## config.mk

```make
export PLATFORM = sky130hd
export DESIGN_NAME = dram_access_controller_flat
export DESIGN_NICKNAME = d
export VERILOG_FILES = /design/src/rtl/dram_access_controller_if.sv /design/src/rtl/dram_access_controller.sv /design/src/flat_wrapper.sv
export SDC_FILE = /design/constraint.sdc
export NUM_CORES = 1
export LEC_CHECK = 0
export BUFFER_PORTS_ARGS = -buffer_cell sky130_fd_sc_hd__buf_4
export CORE_MARGIN = 1
export CORE_UTILIZATION = 30
export DETAILED_ROUTE_END_ITERATION = 10
export RECOVER_POWER = 50
export SYNTH_ARGS = -nofsm -noshare
export SYNTH_HDL_FRONTEND = slang
export SYNTH_SLANG_ARGS = --single-unit
```

## constraint.sdc

```tcl
create_clock -name clk_in -period 2.6 [get_ports clk_in]
set_clock_uncertainty 0.05 [all_clocks]
set_input_delay 0.52 -clock clk_in [delete_from_list [all_inputs] [get_ports clk_in]]
set_output_delay 0.52 -clock clk_in [all_outputs]
set_load 0.005 [all_outputs]
```

## src/rtl/dram_access_controller_if.sv

```systemverilog
// Bus bundle between the DRAM access controller and its clients (UART, processor, DRAM).
// master = the controller itself, slave = the surrounding clients and memory.
interface dram_access_controller_if #(
    parameter int ADDR_W = 16,
    parameter int DATA_W = 8
);
    logic              rx_valid;
    logic [DATA_W-1:0] rx_data;
    logic [ADDR_W-1:0] proc_addr;
    logic [DATA_W-1:0] proc_wdata;
    logic              proc_wren;
    logic              proc_done;
    logic              enable_processor;
    logic [DATA_W-1:0] proc_rdata;
    logic              tx_start;
    logic [DATA_W-1:0] tx_data;
    logic              tx_busy;
    logic [ADDR_W-1:0] dram_addr;
    logic [DATA_W-1:0] dram_wdata;
    logic              dram_wren;
    logic [DATA_W-1:0] dram_q;
    logic [1:0]        state;

    modport master (
        input  rx_valid, rx_data, proc_addr, proc_wdata, proc_wren, proc_done, tx_busy, dram_q,
        output enable_processor, proc_rdata, tx_start, tx_data, dram_addr, dram_wdata, dram_wren, state
    );

    modport slave (
        output rx_valid, rx_data, proc_addr, proc_wdata, proc_wren, proc_done, tx_busy, dram_q,
        input  enable_processor, proc_rdata, tx_start, tx_data, dram_addr, dram_wdata, dram_wren, state
    );
endinterface

```

## src/rtl/dram_access_controller.sv

```systemverilog
// Time-shares one DRAM port between UART load, processor execution and UART dump,
// sequencing LOAD -> RUN -> DUMP -> DONE.
module dram_access_controller #(
    parameter int ADDR_W    = 16,
    parameter int DATA_W    = 8,
    parameter int LOAD_LEN  = 256,
    parameter int DUMP_BASE = 0,
    parameter int DUMP_LEN  = 256,
    parameter int RD_LAT    = 1
) (
    input logic clk_in,
    input logic rst,
    dram_access_controller_if.master bus
);
    localparam int PTR_W = ADDR_W + 1;
    localparam int CNT_W = $clog2(RD_LAT + 1);

    typedef enum logic [1:0] {
        S_LOAD = 2'd0,
        S_RUN  = 2'd1,
        S_DUMP = 2'd2,
        S_DONE = 2'd3
    } phase_t;

    typedef enum logic [2:0] {
        D_RD, D_WAIT, D_SEND, D_HOLD1, D_HOLD
    } dump_t;

    phase_t            phase;
    dump_t             dsub;
    logic [PTR_W-1:0]  load_ptr;
    logic [PTR_W-1:0]  dump_ptr;
    logic [CNT_W-1:0]  lat_cnt;
    logic [ADDR_W-1:0] addr_r;
    logic [DATA_W-1:0] wdata_r;
    logic              wren_r;
    logic              tx_start_r;
    logic [DATA_W-1:0] tx_data_r;
    logic [ADDR_W-1:0] dump_addr;

    // Address sum is truncated to ADDR_W so a base near the top wraps to 0.
    assign dump_addr = ADDR_W'(DUMP_BASE) + dump_ptr[ADDR_W-1:0];

    always_ff @(posedge clk_in) begin
        if (rst) begin
            phase      <= S_LOAD;
            dsub       <= D_RD;
            load_ptr   <= '0;
            dump_ptr   <= '0;
            lat_cnt    <= '0;
            addr_r     <= '0;
            wdata_r    <= '0;
            wren_r     <= 1'b0;
            tx_start_r <= 1'b0;
            tx_data_r  <= '0;
        end else begin
            wren_r     <= 1'b0;
            tx_start_r <= 1'b0;
            case (phase)
                S_LOAD: begin
                    // Leave LOAD only after the final byte's write cycle has been presented.
                    if (wren_r && load_ptr == PTR_W'(LOAD_LEN)) begin
                        phase <= S_RUN;
                    end else if (bus.rx_valid && load_ptr < PTR_W'(LOAD_LEN)) begin
                        addr_r   <= load_ptr[ADDR_W-1:0];
                        wdata_r  <= bus.rx_data;
                        wren_r   <= 1'b1;
                        load_ptr <= load_ptr + 1'b1;
                    end
                end
                S_RUN: begin
                    if (bus.proc_done) begin
                        phase <= S_DUMP;
                        dsub  <= D_RD;
                    end
                end
                S_DUMP: begin
                    case (dsub)
                        D_RD: begin
                            lat_cnt <= CNT_W'(1);
                            dsub    <= D_WAIT;
                        end
                        D_WAIT: begin
                            if (lat_cnt == CNT_W'(RD_LAT)) begin
                                tx_data_r <= bus.dram_q;
                                dsub      <= D_SEND;
                            end else begin
                                lat_cnt <= lat_cnt + 1'b1;
                            end
                        end
                        D_SEND: begin
                            if (!bus.tx_busy) begin
                                tx_start_r <= 1'b1;
                                dsub       <= D_HOLD1;
                            end
                        end
                        // One blind cycle gives the transmitter time to raise tx_busy.
                        D_HOLD1: dsub <= D_HOLD;
                        D_HOLD: begin
                            if (!bus.tx_busy) begin
                                dump_ptr <= dump_ptr + 1'b1;
                                dsub     <= D_RD;
                                if (dump_ptr == PTR_W'(DUMP_LEN - 1)) begin
                                    phase <= S_DONE;
                                end
                            end
                        end
                        default: dsub <= D_RD;
                    endcase
                end
                S_DONE: ;
                default: phase <= S_LOAD;
            endcase
        end
    end

    always_comb begin
        bus.dram_addr  = addr_r;
        bus.dram_wdata = wdata_r;
        bus.dram_wren  = wren_r;
        case (phase)
            S_RUN: begin
                bus.dram_addr  = bus.proc_addr;
                bus.dram_wdata = bus.proc_wdata;
                bus.dram_wren  = bus.proc_wren;
            end
            S_DUMP: begin
                bus.dram_addr = dump_addr;
                bus.dram_wren = 1'b0;
            end
            S_DONE:  bus.dram_wren = 1'b0;
            default: ;
        endcase
        // Reset kills any write in the very cycle it is asserted.
        if (rst) bus.dram_wren = 1'b0;
    end

    assign bus.enable_processor = (phase == S_RUN) && !rst;
    assign bus.proc_rdata       = bus.dram_q;
    assign bus.tx_start         = tx_start_r;
    assign bus.tx_data          = tx_data_r;
    assign bus.state            = phase;
endmodule

```

## src/flat_wrapper.sv

```systemverilog
// flat-port wrapper written by rule: the top's interface ports become plain ports
module dram_access_controller_flat 
#(
    parameter int ADDR_W    = 16,
    parameter int DATA_W    = 8,
    parameter int LOAD_LEN  = 256,
    parameter int DUMP_BASE = 0,
    parameter int DUMP_LEN  = 256,
    parameter int RD_LAT    = 1
)
  (clk_in, rst, bus_rx_valid, bus_rx_data, bus_proc_addr, bus_proc_wdata, bus_proc_wren, bus_proc_done, bus_tx_busy, bus_dram_q, bus_enable_processor, bus_proc_rdata, bus_tx_start, bus_tx_data, bus_dram_addr, bus_dram_wdata, bus_dram_wren, bus_state);
  dram_access_controller_if #(.ADDR_W(ADDR_W), .DATA_W(DATA_W)) bus_i ();
  input logic clk_in;
  input logic rst;
  input wire logic [$bits(bus_i.rx_valid)-1:0] bus_rx_valid;
  input wire logic [$bits(bus_i.rx_data)-1:0] bus_rx_data;
  input wire logic [$bits(bus_i.proc_addr)-1:0] bus_proc_addr;
  input wire logic [$bits(bus_i.proc_wdata)-1:0] bus_proc_wdata;
  input wire logic [$bits(bus_i.proc_wren)-1:0] bus_proc_wren;
  input wire logic [$bits(bus_i.proc_done)-1:0] bus_proc_done;
  input wire logic [$bits(bus_i.tx_busy)-1:0] bus_tx_busy;
  input wire logic [$bits(bus_i.dram_q)-1:0] bus_dram_q;
  output wire logic [$bits(bus_i.enable_processor)-1:0] bus_enable_processor;
  output wire logic [$bits(bus_i.proc_rdata)-1:0] bus_proc_rdata;
  output wire logic [$bits(bus_i.tx_start)-1:0] bus_tx_start;
  output wire logic [$bits(bus_i.tx_data)-1:0] bus_tx_data;
  output wire logic [$bits(bus_i.dram_addr)-1:0] bus_dram_addr;
  output wire logic [$bits(bus_i.dram_wdata)-1:0] bus_dram_wdata;
  output wire logic [$bits(bus_i.dram_wren)-1:0] bus_dram_wren;
  output wire logic [$bits(bus_i.state)-1:0] bus_state;
  assign bus_i.rx_valid = bus_rx_valid;
  assign bus_i.rx_data = bus_rx_data;
  assign bus_i.proc_addr = bus_proc_addr;
  assign bus_i.proc_wdata = bus_proc_wdata;
  assign bus_i.proc_wren = bus_proc_wren;
  assign bus_i.proc_done = bus_proc_done;
  assign bus_i.tx_busy = bus_tx_busy;
  assign bus_i.dram_q = bus_dram_q;
  assign bus_enable_processor = bus_i.enable_processor;
  assign bus_proc_rdata = bus_i.proc_rdata;
  assign bus_tx_start = bus_i.tx_start;
  assign bus_tx_data = bus_i.tx_data;
  assign bus_dram_addr = bus_i.dram_addr;
  assign bus_dram_wdata = bus_i.dram_wdata;
  assign bus_dram_wren = bus_i.dram_wren;
  assign bus_state = bus_i.state;
  dram_access_controller #(.ADDR_W(ADDR_W), .DATA_W(DATA_W), .LOAD_LEN(LOAD_LEN), .DUMP_BASE(DUMP_BASE), .DUMP_LEN(DUMP_LEN), .RD_LAT(RD_LAT)) u_core (.clk_in(clk_in), .rst(rst), .bus(bus_i));
endmodule
```

==> out/results.tsv, run 1 <==
stage	metric	value	unit
outcome	outcome	finished clean	
global_route	initial antenna violation count	0	
cts	Reg clk slew, reported paths	0.06	ns
cts	CTS Sinks	74	
timing	crit path time final	2.43	ns
drt	Avg WL per Cell	12.9	um
drt	# DRC	0	
worst_setup_path	CP endpoint kind	output pin	
synth	Post-Synth Adder-Cell Area	0.0331	
floorplan	starting density of the core	0.311	
synth	synthesized net count	460	
synth	multiplexer share of the synthesized area	0.0650	
global_route	largest net degree at the start of global routing	33	
floorplan	Die Ht	109	um
placement	RePlAce Congestion	0.779	
placement	dpl ws	0.243	ns
global_route	first-pass GRT wire length	13300	um
floorplan	FP Rows	38	
pwr	total power	2.84	mW
timing	Hold Slack	0.329	ns
pwr	PD cells	633	mW/mm2
worst_setup_path	Crit Path Category	reg2out	
cells_and_area	final net count	538	
placement	hpwl dp	5940	um
worst_setup_path	WP data arrival	1.86	ns
drt	Initial DRC Count	129	
synth	area leader, netlist	dfxtp_1	
worst_setup_path	Critical Path Source Type	flip-flop	
drt	Post-Route WL	8110	um
drt	drt first pass iters	5	
synth	largest family of logic cells by synthesized area	simple AND/OR/NAND/NOR gates	
cells_and_area	Final Instance Area	0.00448	mm2
synth	area share of the largest cell type after synthesis	0.435	
placement	I/O Buffers	90	
timing	fmax	412	MHz
synth	Post-Syn Area	0.00341	mm2
placement	Placed Area	0.00420	mm2
synth	Post-synth EDFFs	0	
cells_and_area	Area Overhead vs Synth	31.7	%
synth	main area contributors after synthesis	dfxtp_1 43%, nor2_1 6.9%, a21oi_1 5.7%	
synth	Synth Flop Type	dfxtp_1	
synth	Async S/R FF share, synth	0	
cells_and_area	final core occ	0.410	
drt	Vias	2962	
timing	Setup TNS Final	0	ns
synth	Post-Synth Simple-Gate Area	0.251	
global_route	total track usage	0.145	
cts	postcts setup bufs	0	
min_path	Hold WC Path Type	in2reg	
worst_setup_path	CP Max Fanout	32	
pwr	leakage power	1.74	nW
cts	worst skew pair latency	0.33	ns
timing	crit share post-route	0.934	
timing	RSZ-0062 raised after global routing	false	
drt	Post-DRT Antenna Nets	0	
global_route	grt total ovfl	0	
timing	Final WS setup	0.171	ns
timing	Max-slew headroom	0.306	
synth	Yosys reg bits	74	
worst_setup_path	worst path required time	2.03	ns
global_route	vias in the first global route	2859	
cells_and_area	fin cells	628	
run	max cap viols	0	
floorplan	die area	0.0118	mm2
cts	post-cts hold buffer count	0	
timing	measured slew at the worst slew-check pin	1.04	ns
synth	Synth warnings	0	
synth	Syn Area/Cell	8.41	um2
cts	H-Tree Depth	3	
timing	Final Hold Viols	0	
floorplan	I/O pins	91	
worst_setup_path	reg-to-reg slack, setup	0.26	ns
synth	Yosys cell types	36	
cells_and_area	ANT cells	0	
pwr	Worst VDD drop	0.000230	V
cts	clk buf depth	2	
cts	CTS Buf Count	9	
cts	CTS tree	yes	
synth	xor-xnor portion of the synthesized cell area	0.0514	
floorplan	total core area	0.0109	mm2
synth	sequential fraction of the synthesis area	0.435	
timing	Slew Limit Fails	0	
synth	compound-cell area share of the yosys netlist	0.110	
cts	CTS Root Cell	clkbuf_16	
timing	# setup viols final	0	
cells_and_area	# fillers	1117	
synth	Mapped Cells	405	
placement	Post-Place Cells	612	
floorplan	Die W	109	um
cells_and_area	layout cells sized above 1	0.256	
drt	DR vias/cell	4.72	
==> area by class of cell <==
| class | instances | area [um2] | share of cell area |
|---|---|---|---|
| Sequential cell | 74 | 1480 | 0.330 |
| Tap cell | 140 | 175 | 0.0391 |
| Clock inverter | 4 | 50.0 | 0.0112 |
| Clock buffer | 12 | 256 | 0.0572 |
| Multi-Input combinational cell | 291 | 1750 | 0.389 |
| Inverter | 8 | 30.0 | 0.00670 |
| Timing Repair Buffer | 99 | 746 | 0.166 |
==> critical path, cell delays in order (launching register included) <==
cell,delay [ns]
dfxtp_1,0.40
inv_1,0.13
ha_1,0.41
buf_12,0.20
nor2_1,0.06
a21oi_1,0.18
buf_4,0.15
==> metal layers <==
layer | routed length (um) | GRT usage | up-vias
met5 | 0 | 0 | -
met4 | 161 | 0.0695 | 0
met3 | 402 | 0.0253 | 13
met2 | 4070 | 0.252 | 69
met1 | 3480 | 0.173 | 1359
li1 | - | - | 1521
==> power by group <==
group	switching (mW)	internal (mW)	leakage (nW)
clock network	0.450	0.793	0.145
logic	0.180	0.205	0.998
registers	0.0350	1.17	0.598
total	0.665	2.17	1.74
==> synth_stat cells, types with 3 or more instances <==
cell type	n
inv_1	8
nand2_1	45
mux2_2	8
a22oi_1	17
nor2_1	63
a21oi_1	39
and3_1	3
nand2b_1	4
or4_1	3
nand4_1	7
xor2_1	7
xnor2_1	13
nor4b_1	3
buf_2	3
and2_1	10
nor2b_1	9
clkbuf_1	20
nand3_1	7
mux2i_1	12
or3_1	5
ha_1	9
o21ai_0	5
buf_4	8
dfxtp_1	74
nor3_1	8
==> logic make-up after synthesis <==
group | Yosys count
buffers and inverters | 40
and+or+nand+nor | 177
muxes | 21
adders and majority gates | 9
DFF | 74
xor gates and xnor gates | 20
AOI/OAI and AO/OA | 64
==> state kept, by name (all words and copies together), names as in the netlist <==
| signal | cells |
|---|---|
| u_core.bus.tx_start | 1 |
| u_core.bus.tx_data | 8 |
| u_core.bus.state | 2 |
| u_core.load_ptr | 17 |
| u_core.wren_r | 1 |
| u_core.lat_cnt | 1 |
| u_core.dump_ptr | 17 |
| u_core.dsub | 3 |
| u_core.wdata_r | 8 |
| u_core.addr_r | 16 |
==> path summary, 6_finish.rpt <==
kind | from | to | cells past startpoint
min reg2reg | u_core.addr_r[2] | u_core.addr_r[2] | 2
max reg2reg | u_core.load_ptr[10] | u_core.load_ptr[0] | 5
min | bus_tx_busy | u_core.bus.tx_start | 2
max | u_core.bus.state[1] | bus_dram_addr[1] | 6
==> layout by cell type (no fill, tap or decap), types with 4 or more instances in the layout <==
| cell | count |
|---|---|
| nand2_1 | 45 |
| nand4_1 | 7 |
| nand2b_1 | 4 |
| nand3_1 | 7 |
| mux2i_1 | 12 |
| nor2b_1 | 9 |
| a22oi_1 | 17 |
| xnor2_1 | 13 |
| clkbuf_1 | 5 |
| xor2_1 | 7 |
| or3_1 | 5 |
| nor3_1 | 8 |
| ha_1 | 7 |
| o21ai_0 | 5 |
| clkbuf_16 | 9 |
| a21oi_1 | 39 |
| nor2_1 | 63 |
| mux2_2 | 8 |
| dfxtp_1 | 74 |
| clkbuf_4 | 17 |
| buf_4 | 73 |
| and2_1 | 9 |
| inv_1 | 8 |
==> timing repair <==
item                                    in CTS  in global routing
gates resized for setup                      1                  1
endpoints found under the setup margin      16                  1
gates cloned                                 0                  0
Note: power is estimated with default switching activity, not from simulation.
==> run 2, diff against run 1 <==
clock period = 2.56 ns   (was 2.6 ns; I/O delays follow)
==> run 2 against run 1 <==
Effect of this change:
- total power up 6.4%
- cell area up 0.75%
- setup slack worse by 0.076 ns
- worst hold slack worse by 0.014 ns
- final cell count up 0.32%
- critical endpoint unchanged
- global-route usage up 0.12 points
- core utilization up 0.31 points
==> out/results.tsv, run 2 (same netlist as run 1, synthesis figures left out) <==
stage	metric	value	unit	change
drt	met3 wire length	325	um	-19%
drt	Post-Route WL	8140	um	+0.35%
drt	Vias	2966		+0.14%
worst_setup_path	critical path's slowest cell	dfxtp_1		
drt	drt first pass iters	4		-1
cells_and_area	top flop regs	u_core.dump_ptr: 17 flops, u_core.load_ptr: 17 flops, u_core.addr_r: 16 flops		
floorplan	FP Rows	38		unchanged
cells_and_area	FF/Latch Area	0.00148	mm2	unchanged
placement	Placed Area	0.00421	mm2	about the same
timing	fmax	406	MHz	
floorplan	die area	0.0118	mm2	unchanged
min_path	min-delay src	bus_tx_busy		
worst_setup_path	Crit path largest cell delay	0.41	ns	about the same
cells_and_area	commonest non-fill, non-tap cell in the layout	buf_4		
placement	dpl ws	0.223	ns	-0.0197 ns
global_route	largest net degree at the start of global routing	33		unchanged
worst_setup_path	CP endpoint kind	output pin		
pwr	leakage power	1.77	nW	+1.6%
cells_and_area	ANT cells	0		unchanged
worst_setup_path	cell count along the critical path	6		unchanged
timing	Setup TNS Final	0	ns	unchanged
timing	# setup viols final	0		unchanged
pwr	PD cells	668	mW/mm2	+5.6%
global_route	total track usage	0.147		+0.00120
timing	Final Hold Viols	0		unchanged
drt	top sig layer	met4		
drt	Initial DRC Count	89		-31%
min_path	Hold WC Path Type	in2reg		
drt	DR vias/cell	4.71		-0.18%
cells_and_area	most frequent cells in the layout	76 x buf_4, 74 x dfxtp_1, 63 x nor2_1		
cts	Reg clk slew, reported paths	0.06	ns	about the same
outcome	outcome	finished clean		
worst_setup_path	Setup crit start	u_core.bus.state[1]		
placement	RePlAce Congestion	0.795		+2.0%
worst_setup_path	Top Family by Delay on Critical Path	buffers and inverters		
cells_and_area	layout cells sized above 1	0.255		-0.00105
worst_setup_path	worst r2r src	u_core.load_ptr[10]		
timing	measured slew at the worst slew-check pin	0.964	ns	-0.0773 ns
floorplan	I/O pins	91		unchanged
cts	CTS Sinks	74		unchanged
cts	CTS tree	yes		
min_path	hold depth	2		unchanged
run	max cap viols	0		unchanged
timing	RSZ-0062 raised after global routing	false		
worst_setup_path	CP Cell Sequence	inv_1, ha_1, buf_12, nor2_1, a21oi_1, buf_4		
floorplan	total core area	0.0109	mm2	unchanged
timing	Final WS setup	0.0953	ns	-0.0762 ns
timing	crit path time final	2.46	ns	
worst_setup_path	WP data arrival	1.90	ns	+0.04 ns
placement	hpwl dp	5990	um	+0.87%
worst_setup_path	worst r2r path cells	5		unchanged
drt	met1 WL	3550	um	+2.2%
cts	CTS Buf Count	9		unchanged
cells_and_area	# fillers	1121		+0.36%
floorplan	Die Ht	109	um	unchanged
global_route	grt total ovfl	0		unchanged
global_route	first-pass GRT wire length	13400	um	+0.63%
worst_setup_path	Critical Path Source Type	flip-flop		
floorplan	starting density of the core	0.311		unchanged
cts	worst skew pair latency	0.33	ns	about the same
cells_and_area	Area Overhead vs Synth	32.7	%	
global_route	vias in the first global route	2765		-3.3%
worst_setup_path	CP Max Fanout	32		unchanged
worst_setup_path	Crit Path Category	reg2out		
cells_and_area	final net count	540		+0.37%
drt	Avg WL per Cell	12.9	um	about the same
drt	DR WL met2	4100	um	+0.81%
cts	CTS Root Cell	clkbuf_16		
cells_and_area	Final Instance Area	0.00452	mm2	+0.75%
global_route	initial antenna violation count	0		unchanged
timing	crit share post-route	0.963		
drt	Post-DRT Antenna Nets	0		unchanged
timing	Slew Limit Fails	0		unchanged
cells_and_area	multi-input logic area	0.00175	mm2	+0.14%
pwr	Worst VDD drop	0.000324	V	+41%
placement	I/O Buffers	90		unchanged
timing	Max-slew headroom	0.357		+0.0515
drt	# DRC	0		unchanged
worst_setup_path	Buf/Inv on CP	3		unchanged
floorplan	Die W	109	um	unchanged
cts	clk buf depth	2		unchanged
worst_setup_path	worst path required time	2.00	ns	-0.03 ns
cts	H-Tree Depth	3		unchanged
[run 2: power breakdown]
group	total, mW	switching [mW]	leakage [nW]	internal, mW
Combinational	0.390	0.184	1.00	0.206
Clock	1.40	0.507	0.165	0.893
Sequential	1.23	0.0350	0.598	1.19
[run 2: metal layers]
| metal | track usage | vias up |
|---|---|---|
| li1 | - | 1529 |
| met1 | 0.179 | 1349 |
| met2 | 0.251 | 76 |
| met3 | 0.0247 | 12 |
| met4 | 0.0656 | 0 |
| met5 | 0 | - |
[run 2: final timing paths]
check	endpoint	slack, ns
max	bus_dram_addr[1]	0.1
max reg2reg	u_core.load_ptr[5]	0.23
min	u_core.bus.tx_start	0.32
min reg2reg	u_core.addr_r[4]	0.40
[run 2: stage by stage]
stage | hold slack (ns) | instances | util | power [mW]
CTS | 0.310 | 630 | 0.416 | 3.06
floorplan | 0.379 | 405 | - | 1.45
finish | 0.315 | 630 | 0.413 | 3.02
global placement | 0.395 | 614 | 0.385 | 1.65
global route | 0.315 | 630 | 0.413 | 3.15
detailed placement | 0.396 | 614 | 0.385 | 1.65
[run 2: repair_timing]
item	in CTS	in global routing
hold buffers	0	0
gates resized for setup	1	0
setup endpoints to repair	16	0
buffers inserted	0	0
[run 2: cell type report]
type,instances,share of cell area
multi-input cells,291,0.387
flip-flops and latches,74,0.328
repair buffers,101,0.165
clock buffers,10,0.0529
well taps,140,0.0388
clock inverters,6,0.0216
inverters,8,0.00665
[run 2: worst register-to-register path: cells and delay by family, from the launching register on]
kind,cells,cell delay (ns)
XOR/XNOR,1,0.15
flip-flops,1,0.30
AND/OR/NAND/NOR,4,1.70
==> run 3, diff against run 2 <==
CTS_CLUSTER_DIAMETER = 40   (was not set)
RECOVER_POWER = not set   (was 50)
==> run 3 against run 2 <==
Effect of this change:
- sequential share of layout area decreased by 0.20 points
- combinational power increased by 1%
- critical path depth unchanged
- setup slack improved by 0.013 ns
- clock power about the same
- register-to-register slack improved by 0.04 ns
- flip-flop and latch count unchanged
- global-route usage unchanged
==> out/results.tsv, run 3 (same netlist as run 1, synthesis figures left out) <==
stage	metric	value	unit	change
worst_setup_path	CP Max Fanout	32		unchanged
global_route	grt total ovfl	0		unchanged
timing	crit share post-route	0.958		-0.00499
worst_setup_path	WP data arrival	1.89	ns	about the same
cts	CTS tree	yes		
floorplan	starting density of the core	0.311		unchanged
cells_and_area	Final Instance Area	0.00455	mm2	+0.61%
worst_setup_path	r2r endpoint	u_core.bus.state[0]		
pwr	PD cells	666	mW/mm2	-0.34%
cts	CTS Buf Count	9		unchanged
timing	Final Hold Viols	0		unchanged
timing	Slew Limit Fails	0		unchanged
outcome	outcome	finished clean		
drt	Post-Route WL	8150	um	about the same
global_route	vias in the first global route	2765		unchanged
cells_and_area	final core occ	0.416		+0.00252
cts	post-cts hold buffer count	0		unchanged
placement	hpwl dp	5990	um	unchanged
run	max cap viols	0		unchanged
drt	# DRC	0		unchanged
cells_and_area	# fillers	1115		-0.54%
worst_setup_path	Critical Path Source Type	flip-flop		
cells_and_area	ANT cells	0		unchanged
worst_setup_path	worst r2r src	u_core.dump_ptr[10]		
global_route	total track usage	0.147		unchanged
timing	measured slew at the worst slew-check pin	0.412	ns	-0.552 ns
drt	Post-DRT Antenna Nets	0		unchanged
cts	H-Tree Depth	3		unchanged
floorplan	FP Rows	38		unchanged
drt	DR vias/cell	4.70		-0.24%
cells_and_area	commonest non-fill, non-tap cell in the layout	buf_4		
cells_and_area	final net count	540		unchanged
min_path	hold endpoint	u_core.bus.tx_start		
drt	Initial DRC Count	77		-13%
worst_setup_path	reg-to-reg slack, setup	0.27	ns	+0.04 ns
min_path	hold depth	2		unchanged
floorplan	Die W	109	um	unchanged
cells_and_area	most frequent cells in the layout	100 x buf_4, 74 x dfxtp_1, 63 x nor2_1		
worst_setup_path	worst path required time	2.00	ns	about the same
timing	Max-slew headroom	0.725		+0.368
pwr	Worst VDD drop	0.000323	V	about the same
floorplan	Die Ht	109	um	unchanged
min_path	Hold WC Path Type	in2reg		
timing	# setup viols final	0		unchanged
global_route	first-pass GRT wire length	13400	um	unchanged
cts	CTS Root Cell	clkbuf_16		
worst_setup_path	Crit Path Category	reg2out		
cts	post-CTS sizing	1		unchanged
cts	worst skew pair latency	0.33	ns	about the same
floorplan	die area	0.0118	mm2	unchanged
cells_and_area	layout cells sized above 1	0.267		+0.0122
timing	RSZ-0062 raised after global routing	false		
drt	drt first pass iters	4		unchanged
placement	Placed Area	0.00421	mm2	unchanged
placement	I/O Buffers	90		unchanged
cts	Reg clk slew, reported paths	0.06	ns	about the same
global_route	largest net degree at the start of global routing	33		unchanged
cts	clk buf depth	2		unchanged
cells_and_area	top flop regs	u_core.dump_ptr: 17 flops, u_core.load_ptr: 17 flops, u_core.addr_r: 16 flops		
timing	Setup TNS Final	0	ns	unchanged
cells_and_area	Area Overhead vs Synth	33.5	%	
cts	postcts setup bufs	0		unchanged
worst_setup_path	CP endpoint kind	output pin		
cts	CTS Sinks	74		unchanged
min_path	min-delay src	bus_tx_busy		
pwr	leakage power	1.80	nW	+1.7%
floorplan	total core area	0.0109	mm2	unchanged
timing	Hold Slack	0.314	ns	-0.00174 ns
drt	Avg WL per Cell	12.9	um	about the same
global_route	initial antenna violation count	0		unchanged
worst_setup_path	worst r2r path cells	5		unchanged
floorplan	I/O pins	91		unchanged
timing	crit path time final	2.45	ns	-0.0128 ns
drt	Vias	2959		-0.24%
timing	fmax	408	MHz	+0.52%
placement	RePlAce Congestion	0.795		unchanged
-- run 3: stage by stage --
step	power, mW	instances	setup slack (ns)
detailed placement	1.65	614	0.223
CTS	3.06	630	0.119
finish	3.03	630	0.108
global placement	1.65	614	0.249
global route	3.15	630	0.0380
floorplan	1.45	405	0.410
-- run 3: report_power, final --
group | switching, mW | internal, mW | total (mW)
Clock | 0.510 | 0.893 | 1.40
Combinational | 0.183 | 0.212 | 0.395
Sequential | 0.0349 | 1.19 | 1.23
Total | 0.728 | 2.30 | 3.03
-- run 3: worst max path at each step --
stage | startpoint | to | slack, ns
floorplan | u_core.bus.state[1] | u_core.bus.state[0] | 0.41
global placement | u_core.bus.state[0] | bus_dram_addr[1] | 0.25
detailed placement | u_core.bus.state[0] | bus_dram_addr[1] | 0.22
CTS | u_core.bus.state[1] | bus_dram_addr[1] | 0.12
global route | u_core.bus.state[0] | bus_dram_addr[1] | 0.04
finish | u_core.bus.state[1] | bus_dram_addr[1] | 0.11
-- run 3: layout make-up --
type,instances,area [um2],area share
Multi-Input combinational cell,291,1750,0.385
Inverter,8,30.0,0.00661
Clock inverter,6,97.6,0.0215
Tap cell,140,175,0.0385
Sequential cell,74,1480,0.326
Clock buffer,10,239,0.0526
Timing Repair Buffer,101,771,0.170
-- run 3: worst max-delay path, stage by stage (launching register included) --
cell and delay, ns:
dfxtp_1 0.42, inv_1 0.13, ha_1 0.39, buf_12 0.19, nor2_1 0.05, a21oi_1 0.21
buf_4 0.16
-- run 3: per-layer routing --
metal / part of all wire / up-vias / GRT usage
li1: - / 1532 / -
met1: 0.44 / 1350 / 0.179
met2: 0.50 / 65 / 0.251
met3: 0.035 / 12 / 0.0247
met4: 0.020 / 0 / 0.0656
met5: 0 / - / 0
